[src/rtl/regfile_alu_pipe_pkg.sv]
// Shared opcode encodings, flag layout and multiplier sizing for the register-file/ALU pipeline.
package regfile_alu_pipe_pkg;

    typedef enum logic [4:0] {
        OP_ADD = 5'd0,
        OP_SUB = 5'd1,
        OP_CMP = 5'd2,
        OP_AND = 5'd3,
        OP_OR  = 5'd4,
        OP_XOR = 5'd5,
        OP_MOV = 5'd6,
        OP_LSH = 5'd7,
        OP_MUL = 5'd8
    } opcode_e;

    localparam int FLG_C = 4;
    localparam int FLG_L = 3;
    localparam int FLG_F = 2;
    localparam int FLG_Z = 1;
    localparam int FLG_N = 0;

    typedef struct packed {
        logic c;
        logic l;
        logic f;
        logic z;
        logic n;
    } flags_t;

    // One shift-add step per multiplier bit.
    function automatic int mul_steps(input int data_w);
        return data_w;
    endfunction

endpackage

[src/rtl/regfile_alu_pipe_if.sv]
// Issue/result bus between the decoder (master) and the register-file/ALU pipeline (slave).
interface regfile_alu_pipe_if #(
    parameter int DATA_W = 16,
    parameter int ADDR_W = 4
);
    logic              en;
    logic              ready;
    logic [ADDR_W-1:0] rdest_reg_loc;
    logic [ADDR_W-1:0] rsrc_reg_loc;
    logic [DATA_W-1:0] imm;
    logic              imm_s;
    logic [4:0]        op_code;
    logic [DATA_W-1:0] alu_output;
    logic [DATA_W-1:0] rdest_out;
    logic [4:0]        flags;
    logic              valid;

    modport master (
        output en, rdest_reg_loc, rsrc_reg_loc, imm, imm_s, op_code,
        input  ready, alu_output, rdest_out, flags, valid
    );

    modport slave (
        input  en, rdest_reg_loc, rsrc_reg_loc, imm, imm_s, op_code,
        output ready, alu_output, rdest_out, flags, valid
    );
endinterface

[src/rtl/regfile_alu_pipe_seq_mult.sv]
// Iterative shift-add multiplier: one multiplier bit per clock, full 2*DATA_W product.
module seq_mult
    import regfile_alu_pipe_pkg::*;
#(
    parameter int DATA_W = 16
)(
    input  logic                clk,
    input  logic                rst_n,
    input  logic                start,
    input  logic [DATA_W-1:0]   a,
    input  logic [DATA_W-1:0]   b,
    output logic                busy,
    output logic                done,
    output logic [2*DATA_W-1:0] product
);
    localparam int STEPS = mul_steps(DATA_W);
    localparam int CNT_W = $clog2(STEPS + 1);

    logic [CNT_W-1:0]    cnt_q;
    logic [2*DATA_W-1:0] acc_q;
    logic [2*DATA_W-1:0] mcand_q;
    logic [2*DATA_W-1:0] partial;
    logic [DATA_W-1:0]   mplier_q;

    // product is the accumulator after the current step, so the final value is usable on the done edge
    assign partial = mplier_q[0] ? mcand_q : '0;
    assign product = acc_q + partial;
    assign done    = busy && (cnt_q == CNT_W'(STEPS - 1));

    always_ff @(posedge clk or negedge rst_n) begin
        if (!rst_n) begin
            busy  <= 1'b0;
            cnt_q <= '0;
        end else if (start) begin
            busy  <= 1'b1;
            cnt_q <= '0;
        end else if (busy) begin
            busy  <= !done;
            cnt_q <= cnt_q + CNT_W'(1);
        end
    end

    always_ff @(posedge clk) begin
        if (start) begin
            acc_q    <= '0;
            mcand_q  <= {{DATA_W{1'b0}}, a};
            mplier_q <= b;
        end else if (busy) begin
            acc_q    <= product;
            mcand_q  <= mcand_q << 1;
            mplier_q <= mplier_q >> 1;
        end
    end

endmodule

[src/rtl/regfile_alu_pipe.sv]
// Register file + ALU with a one-deep execute stage, result forwarding and an iterative MUL.
module regfile_alu_pipe
    import regfile_alu_pipe_pkg::*;
#(
    parameter int DATA_W = 16,
    parameter int NREGS  = 16
)(
    input logic               clk,
    input logic               rst_n,
    regfile_alu_pipe_if.slave bus
);
    localparam int ADDR_W = $clog2(NREGS);
    localparam int MSB    = DATA_W - 1;

    logic [DATA_W-1:0]   regs [NREGS];
    logic                vld_p1;
    logic [4:0]          op_p1;
    logic [ADDR_W-1:0]   rdest_p1;
    logic [DATA_W-1:0]   a_p1;
    logic [DATA_W-1:0]   b_p1;
    logic [DATA_W-1:0]   alu_q;
    flags_t              flags_q;
    logic                valid_q;

    logic                mul_busy;
    logic                mul_done;
    logic                mul_start;
    logic [2*DATA_W-1:0] mul_prod;

    logic                issue;
    logic                complete;
    logic                wb_en;
    logic                writes;
    logic                defined;
    logic [DATA_W-1:0]   res;
    logic [DATA_W-1:0]   opa;
    logic [DATA_W-1:0]   opb;
    logic [DATA_W-1:0]   src_val;
    logic [DATA_W-1:0]   b_mag;
    logic [DATA_W:0]     sum;
    logic [DATA_W:0]     dif;
    flags_t              fl_nx;

    assign bus.ready  = !mul_busy;
    assign issue      = bus.en && !mul_busy;
    assign mul_start  = issue && (bus.op_code == OP_MUL);
    assign complete   = vld_p1 && ((op_p1 != OP_MUL) || mul_done);
    assign wb_en      = complete && writes;

    // Issue stage: a result retiring on this edge bypasses the register array
    assign opa     = (wb_en && rdest_p1 == bus.rdest_reg_loc) ? res : regs[bus.rdest_reg_loc];
    assign src_val = (wb_en && rdest_p1 == bus.rsrc_reg_loc)  ? res : regs[bus.rsrc_reg_loc];
    assign opb     = bus.imm_s ? bus.imm : src_val;

    assign bus.rdest_out  = regs[bus.rdest_reg_loc];
    assign bus.alu_output = alu_q;
    assign bus.flags      = flags_q;
    assign bus.valid      = valid_q;

    seq_mult #(.DATA_W(DATA_W)) u_mult (
        .clk     (clk),
        .rst_n   (rst_n),
        .start   (mul_start),
        .a       (opa),
        .b       (opb),
        .busy    (mul_busy),
        .done    (mul_done),
        .product (mul_prod)
    );

    // Execute stage: combinational ALU on the latched operands
    always_comb begin
        sum     = {1'b0, a_p1} + {1'b0, b_p1};
        dif     = {1'b0, a_p1} - {1'b0, b_p1};
        b_mag   = -b_p1;
        res     = '0;
        fl_nx   = '0;
        writes  = 1'b1;
        defined = 1'b1;
        case (op_p1)
            OP_ADD: begin
                res     = sum[MSB:0];
                fl_nx.c = sum[DATA_W];
                fl_nx.f = (a_p1[MSB] == b_p1[MSB]) && (sum[MSB] != a_p1[MSB]);
            end
            OP_SUB, OP_CMP: begin
                res     = dif[MSB:0];
                fl_nx.c = dif[DATA_W];
                fl_nx.f = (op_p1 == OP_SUB) && (a_p1[MSB] != b_p1[MSB]) && (dif[MSB] != a_p1[MSB]);
                fl_nx.l = a_p1 < b_p1;
                fl_nx.n = $signed(a_p1) < $signed(b_p1);
                writes  = (op_p1 == OP_SUB);
            end
            OP_AND:  res = a_p1 & b_p1;
            OP_OR:   res = a_p1 | b_p1;
            OP_XOR:  res = a_p1 ^ b_p1;
            OP_MOV:  res = b_p1;
            OP_LSH:  res = b_p1[MSB] ? (a_p1 >> b_mag) : (a_p1 << b_p1[3:0]);
            OP_MUL: begin
                res     = mul_prod[MSB:0];
                fl_nx.c = |mul_prod[2*DATA_W-1:DATA_W];
            end
            default: begin
                writes  = 1'b0;
                defined = 1'b0;
            end
        endcase
        fl_nx.z = (res == '0);
    end

    always_ff @(posedge clk or negedge rst_n) begin
        if (!rst_n) begin
            vld_p1   <= 1'b0;
            op_p1    <= '0;
            rdest_p1 <= '0;
            valid_q  <= 1'b0;
            alu_q    <= '0;
            flags_q  <= '0;
            for (int i = 0; i < NREGS; i++) regs[i] <= '0;
        end else begin
            valid_q <= complete;
            if (issue) begin
                vld_p1   <= 1'b1;
                op_p1    <= bus.op_code;
                rdest_p1 <= bus.rdest_reg_loc;
            end else if (complete) begin
                vld_p1 <= 1'b0;
            end
            if (complete && defined) begin
                alu_q   <= res;
                flags_q <= fl_nx;
            end
            if (wb_en) regs[rdest_p1] <= res;
        end
    end

    always_ff @(posedge clk) begin
        if (issue) begin
            a_p1 <= opa;
            b_p1 <= opb;
        end
    end

endmodule
[src/flat_wrapper.sv]
// flat-port wrapper written by rule: the top's interface ports become plain ports
module regfile_alu_pipe_flat import regfile_alu_pipe_pkg::*;
#(
    parameter int DATA_W = 16,
    parameter int NREGS  = 16
)
  (clk, rst_n, bus_en, bus_rdest_reg_loc, bus_rsrc_reg_loc, bus_imm, bus_imm_s, bus_op_code, bus_ready, bus_alu_output, bus_rdest_out, bus_flags, bus_valid);
  regfile_alu_pipe_if #(.DATA_W(DATA_W)) bus_i ();
  input logic clk;
  input logic rst_n;
  input wire logic [$bits(bus_i.en)-1:0] bus_en;
  input wire logic [$bits(bus_i.rdest_reg_loc)-1:0] bus_rdest_reg_loc;
  input wire logic [$bits(bus_i.rsrc_reg_loc)-1:0] bus_rsrc_reg_loc;
  input wire logic [$bits(bus_i.imm)-1:0] bus_imm;
  input wire logic [$bits(bus_i.imm_s)-1:0] bus_imm_s;
  input wire logic [$bits(bus_i.op_code)-1:0] bus_op_code;
  output wire logic [$bits(bus_i.ready)-1:0] bus_ready;
  output wire logic [$bits(bus_i.alu_output)-1:0] bus_alu_output;
  output wire logic [$bits(bus_i.rdest_out)-1:0] bus_rdest_out;
  output wire logic [$bits(bus_i.flags)-1:0] bus_flags;
  output wire logic [$bits(bus_i.valid)-1:0] bus_valid;
  assign bus_i.en = bus_en;
  assign bus_i.rdest_reg_loc = bus_rdest_reg_loc;
  assign bus_i.rsrc_reg_loc = bus_rsrc_reg_loc;
  assign bus_i.imm = bus_imm;
  assign bus_i.imm_s = bus_imm_s;
  assign bus_i.op_code = bus_op_code;
  assign bus_ready = bus_i.ready;
  assign bus_alu_output = bus_i.alu_output;
  assign bus_rdest_out = bus_i.rdest_out;
  assign bus_flags = bus_i.flags;
  assign bus_valid = bus_i.valid;
  regfile_alu_pipe #(.DATA_W(DATA_W), .NREGS(NREGS)) u_core (.clk(clk), .rst_n(rst_n), .bus(bus_i));
endmodule
[config.mk]
export PLATFORM = sky130hd
export DESIGN_NAME = regfile_alu_pipe_flat
export DESIGN_NICKNAME = d
export VERILOG_FILES = /design/src/rtl/regfile_alu_pipe_pkg.sv /design/src/rtl/regfile_alu_pipe_if.sv /design/src/rtl/regfile_alu_pipe_seq_mult.sv /design/src/rtl/regfile_alu_pipe.sv /design/src/flat_wrapper.sv
export SDC_FILE = /design/constraint.sdc
export NUM_CORES = 1
export LEC_CHECK = 0
export ABC_AREA = 1
export CELL_PAD_IN_SITES_DETAIL_PLACEMENT = 0
export CELL_PAD_IN_SITES_GLOBAL_PLACEMENT = 1
export CORE_ASPECT_RATIO = 0.9
export CORE_MARGIN = 1.5
export CORE_UTILIZATION = 40
export DETAILED_ROUTE_END_ITERATION = 8
export PLACE_DENSITY_LB_ADDON = 0.1
export SLEW_MARGIN = 20
export SYNTH_ARGS = -nofsm -noshare
export SYNTH_HDL_FRONTEND = slang
export SYNTH_SLANG_ARGS = --single-unit
[constraint.sdc]
create_clock -name clk -period 5.71 [get_ports clk]
set_input_delay 1.4275 -clock clk [delete_from_list [all_inputs] [get_ports clk]]
set_output_delay 1.4275 -clock clk [all_outputs]
set_load 0.1 [all_outputs]
[After elaboration in Yosys (flattened, before gate mapping)]
Index checks and enable logic that the tools add are counted.
Widths: inputs -> output; s select.
Word-level totals
  output and inout bits: 39
  logic and storage cells: 124
  register bits after elaboration: 406
  bits of input ports: 33
Operators by class
  muxes and demuxes: 31
  reductions and logical operators: 23
  equality and inequality tests: 17
  bitwise gates (word level): 6
  magnitude comparators: 6
  add/sub/neg operators: 5
  shift-type cells: 2
Operators with widths (count)
  $bwmux 256: 1
  $mux 16: 13
  $bmux 16 s4: 2
  $pmux 16 s8: 1
  $demux 16 s4: 1
  $add 32x32->32: 1
  $lt 16x16->1: 2
  $mux 32: 1
  $eq 5x3->1 const B: 4
  $add 16x16->17: 1
  $sub 16x16->17: 1
  $and 16x16->16: 1
  $logic_not 16->1: 1
  $neg 16->16: 1
  $or 16x16->16: 1
  $reduce_or 16->1: 1
  $shl 16x4->16: 1
  $shr 16x16->16: 1
  $xor 16x16->16: 1
  $eq 5x4->1 const B: 3
  $ge 5x5->1 const B: 3
  $not 4->5: 3
  $logic_and 1x1->1: 12
  $eq 5x2->1 const B: 2
  18 further kinds: 31

[Longest topological paths before layout]
Gate-level depths: netlist of run 1.
  depth after elaboration: 9
  mapped depth: 26

[Hierarchy]
Synthesis of run 1 repeated with hierarchy kept, for this count alone.
Second synthesis, totals
  cell total of the unflattened synthesis: 3877
  area, all modules: 27458.8 sq um
By module, submodules not included
  regfile_alu_pipe: area each 21559.4 sq um, times used 1, cells an instance 2964
  seq_mult: area each 5899.4 sq um, times used 1, cells an instance 913

[Worst setup path before layout of run 1]
No wires, ideal clock.
  kind: in2out
  start: input port bus_rdest_reg_loc[0]
  end: output port bus_rdest_out[15]
  stages on the path: 8
  path buffers: 3
  data arrival time: 3.271 ns
  setup slack: 1.011 ns
  path through: inv_1 > clkbuf_1 > clkbuf_1 > clkbuf_1 > o21ai_0 > nand3_1 > nand3_1 > nand2_1
On the way
  longest elaborated chain between the ends: 4
RTL lines
  from (decl): line flat_wrapper.sv:12  | input wire logic [$bits(bus_i.rdest_reg_loc)-1:0] bus_rdest_reg_loc;
  $not 4->5 (not written as such): line regfile_alu_pipe.sv:55  | assign bus.rdest_out = regs[bus.rdest_reg_loc];
  $bmux 16 s4: line regfile_alu_pipe.sv:55
  $mux 16 (not written as such) (2 in series): line regfile_alu_pipe.sv:55
  to (decl): line flat_wrapper.sv:19  | output wire logic [$bits(bus_i.rdest_out)-1:0] bus_rdest_out;
No other way between the ends. The select of a mux whose other input is x is not followed.

[Final worst setup path of run 1]
  start: input port bus_rdest_reg_loc[1]
  end: output port bus_rdest_out[15]
The elaborated chain is that of the path after synthesis.

==> results of run 1 <==
metal layers:
metal	global-route usage	vias up
li1	-	12260
met2	0.4796	985
met4	0.1038	2
met5	0	-
met3	0.04212	183
met1	0.4168	12390
power by group through the flow:
stage | sequential, mW | combinational [mW] | clock [mW]
2_1_floorplan | 4.23 | 2.54 | 0
3_3_place_gp | 3.93 | 4.20 | 0
3_5_place_dp | 3.95 | 4.21 | 0
4_1_cts | 3.90 | 4.23 | 3.13
5_1_grt | 3.97 | 4.62 | 3.23
6_report | 3.91 | 4.26 | 3.06
logic make-up (layout without fill, tap and decap cells):
family,count (synthesis),count (layout),synth area share
mux,41,41,0.01723
xor+xnor,40,40,0.01311
simple gates,1312,1312,0.2117
flops,406,406,0.3833
fa+ha+maj,86,86,0.04112
buf+inv,638,636,0.09549
compound gates,1143,1143,0.2381
critical path: stages:
cell and delay, ns:
buf_2 0.10, buf_4 0.74, a21oi_1 0.07, o21ai_0 0.12, nand3_1 0.11, nand3_1 0.29
nand2_1 0.16, buf_12 0.20
layout make-up:
type | count | area share
multi-input cells | 2622 | 0.4683
flip-flops and latches | 406 | 0.3422
repair buffers | 147 | 0.05163
inverters | 405 | 0.05101
clock buffers | 63 | 0.04231
well taps | 864 | 0.03612
clock inverters | 21 | 0.008445
worst paths after layout:
| check | cells after the start | slack [ns] | end |
|---|---|---|---|
| worst max-delay path | 8 | 1.02 | bus_rdest_out[15] |
| worst min-delay path | 2 | 0.46 | u_core.u_mult.mcand_q[31] |
| worst max register to register | 16 | 1.45 | u_core.bus.flags[1] |
| worst min register to register | 2 | 0.46 | u_core.u_mult.mcand_q[31] |
| max in group asynchronous | 2 | 3.71 | u_core.regs[8] |
| min in group asynchronous | 1 | 0.86 | u_core.regs[68] |
synthesized netlist by cell type, types with 8 or more instances:
master,count,area share
edfxtp_1,64,0.072
buf_1,29,0.0041
nor3_1,15,0.0028
nor2_1,226,0.032
nand4_1,20,0.0047
dfrtp_1,294,0.28
buf_6,8,0.0034
nand2_2,10,0.0023
a22o_1,24,0.0079
nand3_2,11,0.0041
dfxtp_1,48,0.036
o21a_1,35,0.0098
o22ai_1,46,0.011
xor2_1,27,0.0089
inv_2,12,0.0017
a21oi_1,336,0.063
o211ai_1,34,0.0096
a221oi_1,8,0.0026
o21ai_1,109,0.020
mux2_2,40,0.017
nand2_1,753,0.11
a211oi_1,13,0.0037
xnor2_1,13,0.0043
nor2_2,11,0.0026
inv_1,385,0.054
o21bai_1,11,0.0031
buf_4,8,0.0022
buf_2,35,0.0066
a31oi_1,43,0.010
o21ai_2,15,0.0049
ha_1,83,0.039
clkbuf_1,151,0.021
a21o_1,8,0.0022
nand2_4,17,0.0072
o21ai_0,440,0.082
nand3_1,224,0.042
registers in the layout, indices dropped and copies added, names as in the netlist:
name / count
u_core.regs: 256
u_core.u_mult.acc_q: 32
u_core.u_mult.mcand_q: 32
u_core.a_p1: 16
u_core.b_p1: 16
u_core.bus.alu_output: 16
u_core.u_mult.mplier_q: 16
u_core.bus.flags: 5
u_core.op_p1: 5
u_core.u_mult.cnt_q: 5
u_core.rdest_p1: 4
u_core.bus.valid: 1
u_core.u_mult.busy: 1
u_core.vld_p1: 1
metrics by stage:
step / hold slack, ns / cell area [sq um] / std cells / util
after global placement: 0.4493 / 28410 / 4444 / 0.4317
after CTS: 0.4673 / 29930 / 4528 / 0.4547
after floorplan: 0.4281 / 26720 / 3666 / -
after detailed placement: 0.4517 / 28410 / 4444 / 0.4317
final: 0.4634 / 29930 / 4528 / 0.4547
after global routing: 0.4917 / 29930 / 4528 / 0.4547
==> results.sh, run 1 <==
export IMPL_status="finished, violations left"
export IMPL_violations="design-rule violations"
export IMPL_seq_area_sq_um=10240
export IMPL_ys_ff_latch=406
export IMPL_cts_tree="done"
export IMPL_arrival_ns=3.26
export IMPL_fin_setup_tns_ns=0
export IMPL_synth_area_per_cell_sq_um=7.288
export IMPL_drc=5
export IMPL_setup_ws_ns=1.025
export IMPL_worst_pin_slew_ns=1.150
export IMPL_setup_worst_path_start="bus_rdest_reg_loc[1]"
export IMPL_async_flop_share=0.7241
export IMPL_comb_power_share=0.380
export IMPL_drive_above_1_share=0.08816
export IMPL_ant_nets=0
export IMPL_die_x_um=275.4
export IMPL_grt_pass1_wl_um=154500
export IMPL_relSlewSlack=0.2289
export IMPL_switching_share=0.4200
export IMPL_antenna_found_initial=1
export IMPL_grtUsageTotal=0.3007
export IMPL_rsz0062_at_grt="no"
export IMPL_port_buffers=71
export IMPL_ys_warn_count=0
export IMPL_routedWlPerCell_um=22.81
export IMPL_grt_max_degree=144
export IMPL_globalplace_congestion=0.9768
export IMPL_cts_buffer_depth=3
export IMPL_ir_drop_mv=0.2307
export IMPL_worstPathRequired_ns=4.28
export IMPL_final_cell_mix="753 x nand2_1, 440 x o21ai_0, 383 x inv_1, 336 x a21oi_1, 294 x dfrtp_1"
export IMPL_hold_violations=0
export IMPL_globalRoute_totalOverflow=0
export IMPL_netlist_instances=3666
export IMPL_firstDrtPassIters=8
export IMPL_p_clk_frac=0.272
export IMPL_critPathCaptureType="primary output"
export IMPL_yosysSeqAreaShare=0.3833
export IMPL_grt_pass1_vias=24170
export IMPL_synth_ff_type="dfrtp_1"
export IMPL_netlist_area_sq_um=26720
export IMPL_clock_root_buffer="clkbuf_16"
export IMPL_die_area_sq_um=68350
export IMPL_reg2reg_from="u_core.b_p1[8]"
export IMPL_row_count=89
export IMPL_h_tree_depth=2
export IMPL_pwr_share_seq=0.348
export IMPL_die_h_um=248.2
export IMPL_p_per_area_nw_per_um2=375.1
export IMPL_finalSetupViolCount=0
export IMPL_clock_sinks=406
export IMPL_met1Wirelength_um=45760
export IMPL_place_worst_setup_slack_ns=1.070
export IMPL_ctsHoldBuffers=0
export IMPL_crit_type="input port to primary output"
export IMPL_yosysUniqueCellTypes=61
export IMPL_layout_commonest_cell="nand2_1"
export IMPL_maxCapViolCount=0
export IMPL_drt_initial_drc_count=2591
export IMPL_drv_slew=0
export IMPL_finalPower_mw=11.23
export IMPL_vias=25820
export IMPL_hp_start="u_core.u_mult.mcand_q[31]"
export IMPL_max_freq_ghz=0.2134
export IMPL_fin_crit_ns=4.685
export IMPL_via_per_inst=5.702
export IMPL_wl_um=103300
export IMPL_wl_met2_um=46530
export IMPL_synth_edf_count=64
export IMPL_ios=72
export IMPL_start_util=0.4060
export IMPL_core_sq_um=65810
export IMPL_cts_buffers_inserted=47
export IMPL_post_cts_resized=0
export IMPL_nNetsFinal=3748
export IMPL_cp_start_kind="input port"
export IMPL_cp_max_fo=65
export IMPL_n_fill_cell=6653
export IMPL_areaGrowthSynthToFinish_pct=12.02
export IMPL_clk_pin_slew_ns=0.06
export IMPL_multi_input_area_sq_um=14020
export IMPL_hold_path_class="register to register"
export IMPL_synth_nets=3785
export IMPL_wl_met3_um=7238
export IMPL_p_leak_nw=13.44
export IMPL_diodes=0
export IMPL_switchingPower_mw=4.715
export IMPL_clock_skew_ns=0.05671
export IMPL_cts_post_setup_buffers_inserted=0
export IMPL_routed_top_layer="met5"
export IMPL_finalCritPeriodShare=0.8205
export IMPL_dpl_hpwl_um=70860
export IMPL_internal_power_mw=6.511
export IMPL_clock_latency_ns=0.63
Note: power is estimated with default switching activity, not from simulation.
==> run 2, diff against run 1 <==
==> constraint.sdc (replaced) <==
create_clock -name clk -period 4.4 [get_ports clk]
set_input_delay 1.1 -clock clk [delete_from_list [all_inputs] [get_ports clk]]
set_output_delay 1.1 -clock clk [all_outputs]
set_load 0.1 [all_outputs]
==> results.sh, run 2 (same netlist as run 1, synthesis figures left out) <==
export IMPL_status="finished, violations left"
export IMPL_violations="design-rule violations"
export IMPL_wl_um=108000
export IMPL_antenna_found_initial=0
export IMPL_multi_input_area_sq_um=14020
export IMPL_ir_drop_mv=0.2822
export IMPL_post_cts_resized=0
export IMPL_die_h_um=248.2
export IMPL_clock_latency_ns=0.61
export IMPL_core_sq_um=65810
export IMPL_final_cell_mix="753 x nand2_1, 440 x o21ai_0, 383 x inv_1, 336 x a21oi_1, 294 x dfrtp_1"
export IMPL_h_tree_depth=2
export IMPL_cts_buffer_depth=3
export IMPL_finalCritPeriodShare=0.8834
export IMPL_routedWlPerCell_um=23.60
export IMPL_top_register="u_core.regs"
export IMPL_grt_max_degree=98
export IMPL_firstDrtPassIters=7
export IMPL_cp_start_kind="register"
export IMPL_ant_nets=0
export IMPL_largestRegisters="u_core.regs x256, u_core.u_mult.acc_q x32, u_core.u_mult.mcand_q x32"
export IMPL_maxCapViolCount=0
export IMPL_worstPathRequired_ns=4.68
export IMPL_fin_setup_tns_ns=0
export IMPL_clock_sinks=406
export IMPL_hold_ws_ns=0.4642
export IMPL_vias=26150
export IMPL_drt_initial_drc_count=2353
export IMPL_clk_pin_slew_ns=0.07
export IMPL_fin_crit_ns=3.887
export IMPL_diodes=0
export IMPL_globalplace_congestion=0.9795
export IMPL_rrSetupSlack_ns=0.51
export IMPL_worst_pin_slew_ns=1.022
export IMPL_hold_violations=0
export IMPL_drc=5
export IMPL_setup_worst_path_start="u_core.u_mult.mplier_q[0]"
export IMPL_cts_buffers_inserted=48
export IMPL_finalSetupViolCount=0
export IMPL_areaGrowthSynthToFinish_pct=13.83
export IMPL_nNetsFinal=3798
export IMPL_seq_area_sq_um=10240
export IMPL_arrival_ns=4.17
export IMPL_drive_above_1_share=0.1018
export IMPL_ios=72
export IMPL_n_fill_cell=6671
export IMPL_layout_commonest_cell="nand2_1"
export IMPL_cts_post_setup_buffers_inserted=0
export IMPL_crit_type="register to register"
export IMPL_grt_pass1_vias=24800
export IMPL_p_per_area_nw_per_um2=487.5
export IMPL_clock_skew_ns=0.04391
export IMPL_relSlewSlack=0.3163
export IMPL_row_count=89
export IMPL_hold_path_class="register to register"
export IMPL_max_freq_ghz=0.2573
export IMPL_via_per_inst=5.713
export IMPL_port_buffers=71
export IMPL_ctsHoldBuffers=0
export IMPL_critPathCaptureType="register"
export IMPL_grtUsageTotal=0.3143
export IMPL_cts_tree="done"
export IMPL_clock_root_buffer="clkbuf_16"
export IMPL_die_area_sq_um=68350
export IMPL_reg2reg_from="u_core.u_mult.mplier_q[0]"
export IMPL_dpl_hpwl_um=76310
export IMPL_grt_pass1_wl_um=160900
export IMPL_die_x_um=275.4
export IMPL_globalRoute_totalOverflow=0
export IMPL_p_leak_nw=13.72
export IMPL_hp_start="u_core.u_mult.mcand_q[31]"
export IMPL_largest_reg_flops=256
export IMPL_drv_slew=0
export IMPL_rsz0062_at_grt="no"
export IMPL_cp_max_fo=31
export IMPL_start_util=0.4060
run 2: critical path, cell delays in order (launching register included):
cell and delay, ns:
edfxtp_1 0.38, buf_4 0.25, nand2_1 0.09, inv_1 0.06, fa_1 0.41, nand2_1 0.08
nand2_1 0.05, o21ai_1 0.18, inv_1 0.07, a21oi_1 0.28, inv_1 0.08, a21oi_1 0.26
o21bai_1 0.11, xor2_1 0.16, nand2_1 0.09, nand4_1 0.11, nor2_2 0.43, inv_2 0.07
o21ai_1 0.20, nand2_1 0.23
run 2: final cells by class:
cell class	instances	share of cell area
Multi-Input combinational cell	2622	0.4609
Inverter	405	0.05019
Clock buffer	70	0.04550
Tap cell	864	0.03555
Clock inverter	15	0.006747
Timing Repair Buffer	196	0.06447
Sequential cell	406	0.3367
run 2: where the power goes:
group	total, mW	switching (mW)	internal (mW)
Sequential	5.08	0.530	4.55
Clock	4.08	1.71	2.36
Combinational	5.67	3.97	1.70
Total	14.8	6.21	8.62
run 2: per-stage QoR:
| stage | power [mW] | std cells | cell area (sq um) | util | worst slack, ns |
|---|---|---|---|---|---|
| 2_1_floorplan | 8.787 | 3666 | 26720 | - | 0.3564 |
| 3_3_place_gp | 10.68 | 4493 | 28820 | 0.4380 | 0.5674 |
| 3_5_place_dp | 10.72 | 4493 | 28820 | 0.4380 | 0.5636 |
| 4_1_cts | 14.83 | 4578 | 30410 | 0.4621 | 0.5646 |
| 5_1_grt | 15.58 | 4578 | 30410 | 0.4621 | 0.2024 |
| 6_report | 14.83 | 4578 | 30410 | 0.4621 | 0.5132 |
run 2: per-layer routing:
| metal | GRT usage | share of wire | up-vias |
|---|---|---|---|
| li1 | - | - | 12360 |
| met1 | 0.4427 | 0.45 | 12620 |
| met2 | 0.5011 | 0.45 | 1001 |
| met3 | 0.04058 | 0.067 | 171 |
| met4 | 0.09547 | 0.031 | 0 |
| met5 | 0 | 0 | - |
run 2: path summary, 6_finish.rpt:
| check | endpoint | cells past startpoint |
|---|---|---|
| hold / removal | u_core.u_mult.mcand_q[31] | 2 |
| hold reg to reg | u_core.u_mult.mcand_q[31] | 2 |
| max in group asynchronous | u_core.regs[62] | 2 |
| setup reg to reg | u_core.b_p1[12] | 19 |
| min in group asynchronous | u_core.regs[52] | 1 |
| setup / recovery | u_core.b_p1[12] | 19 |
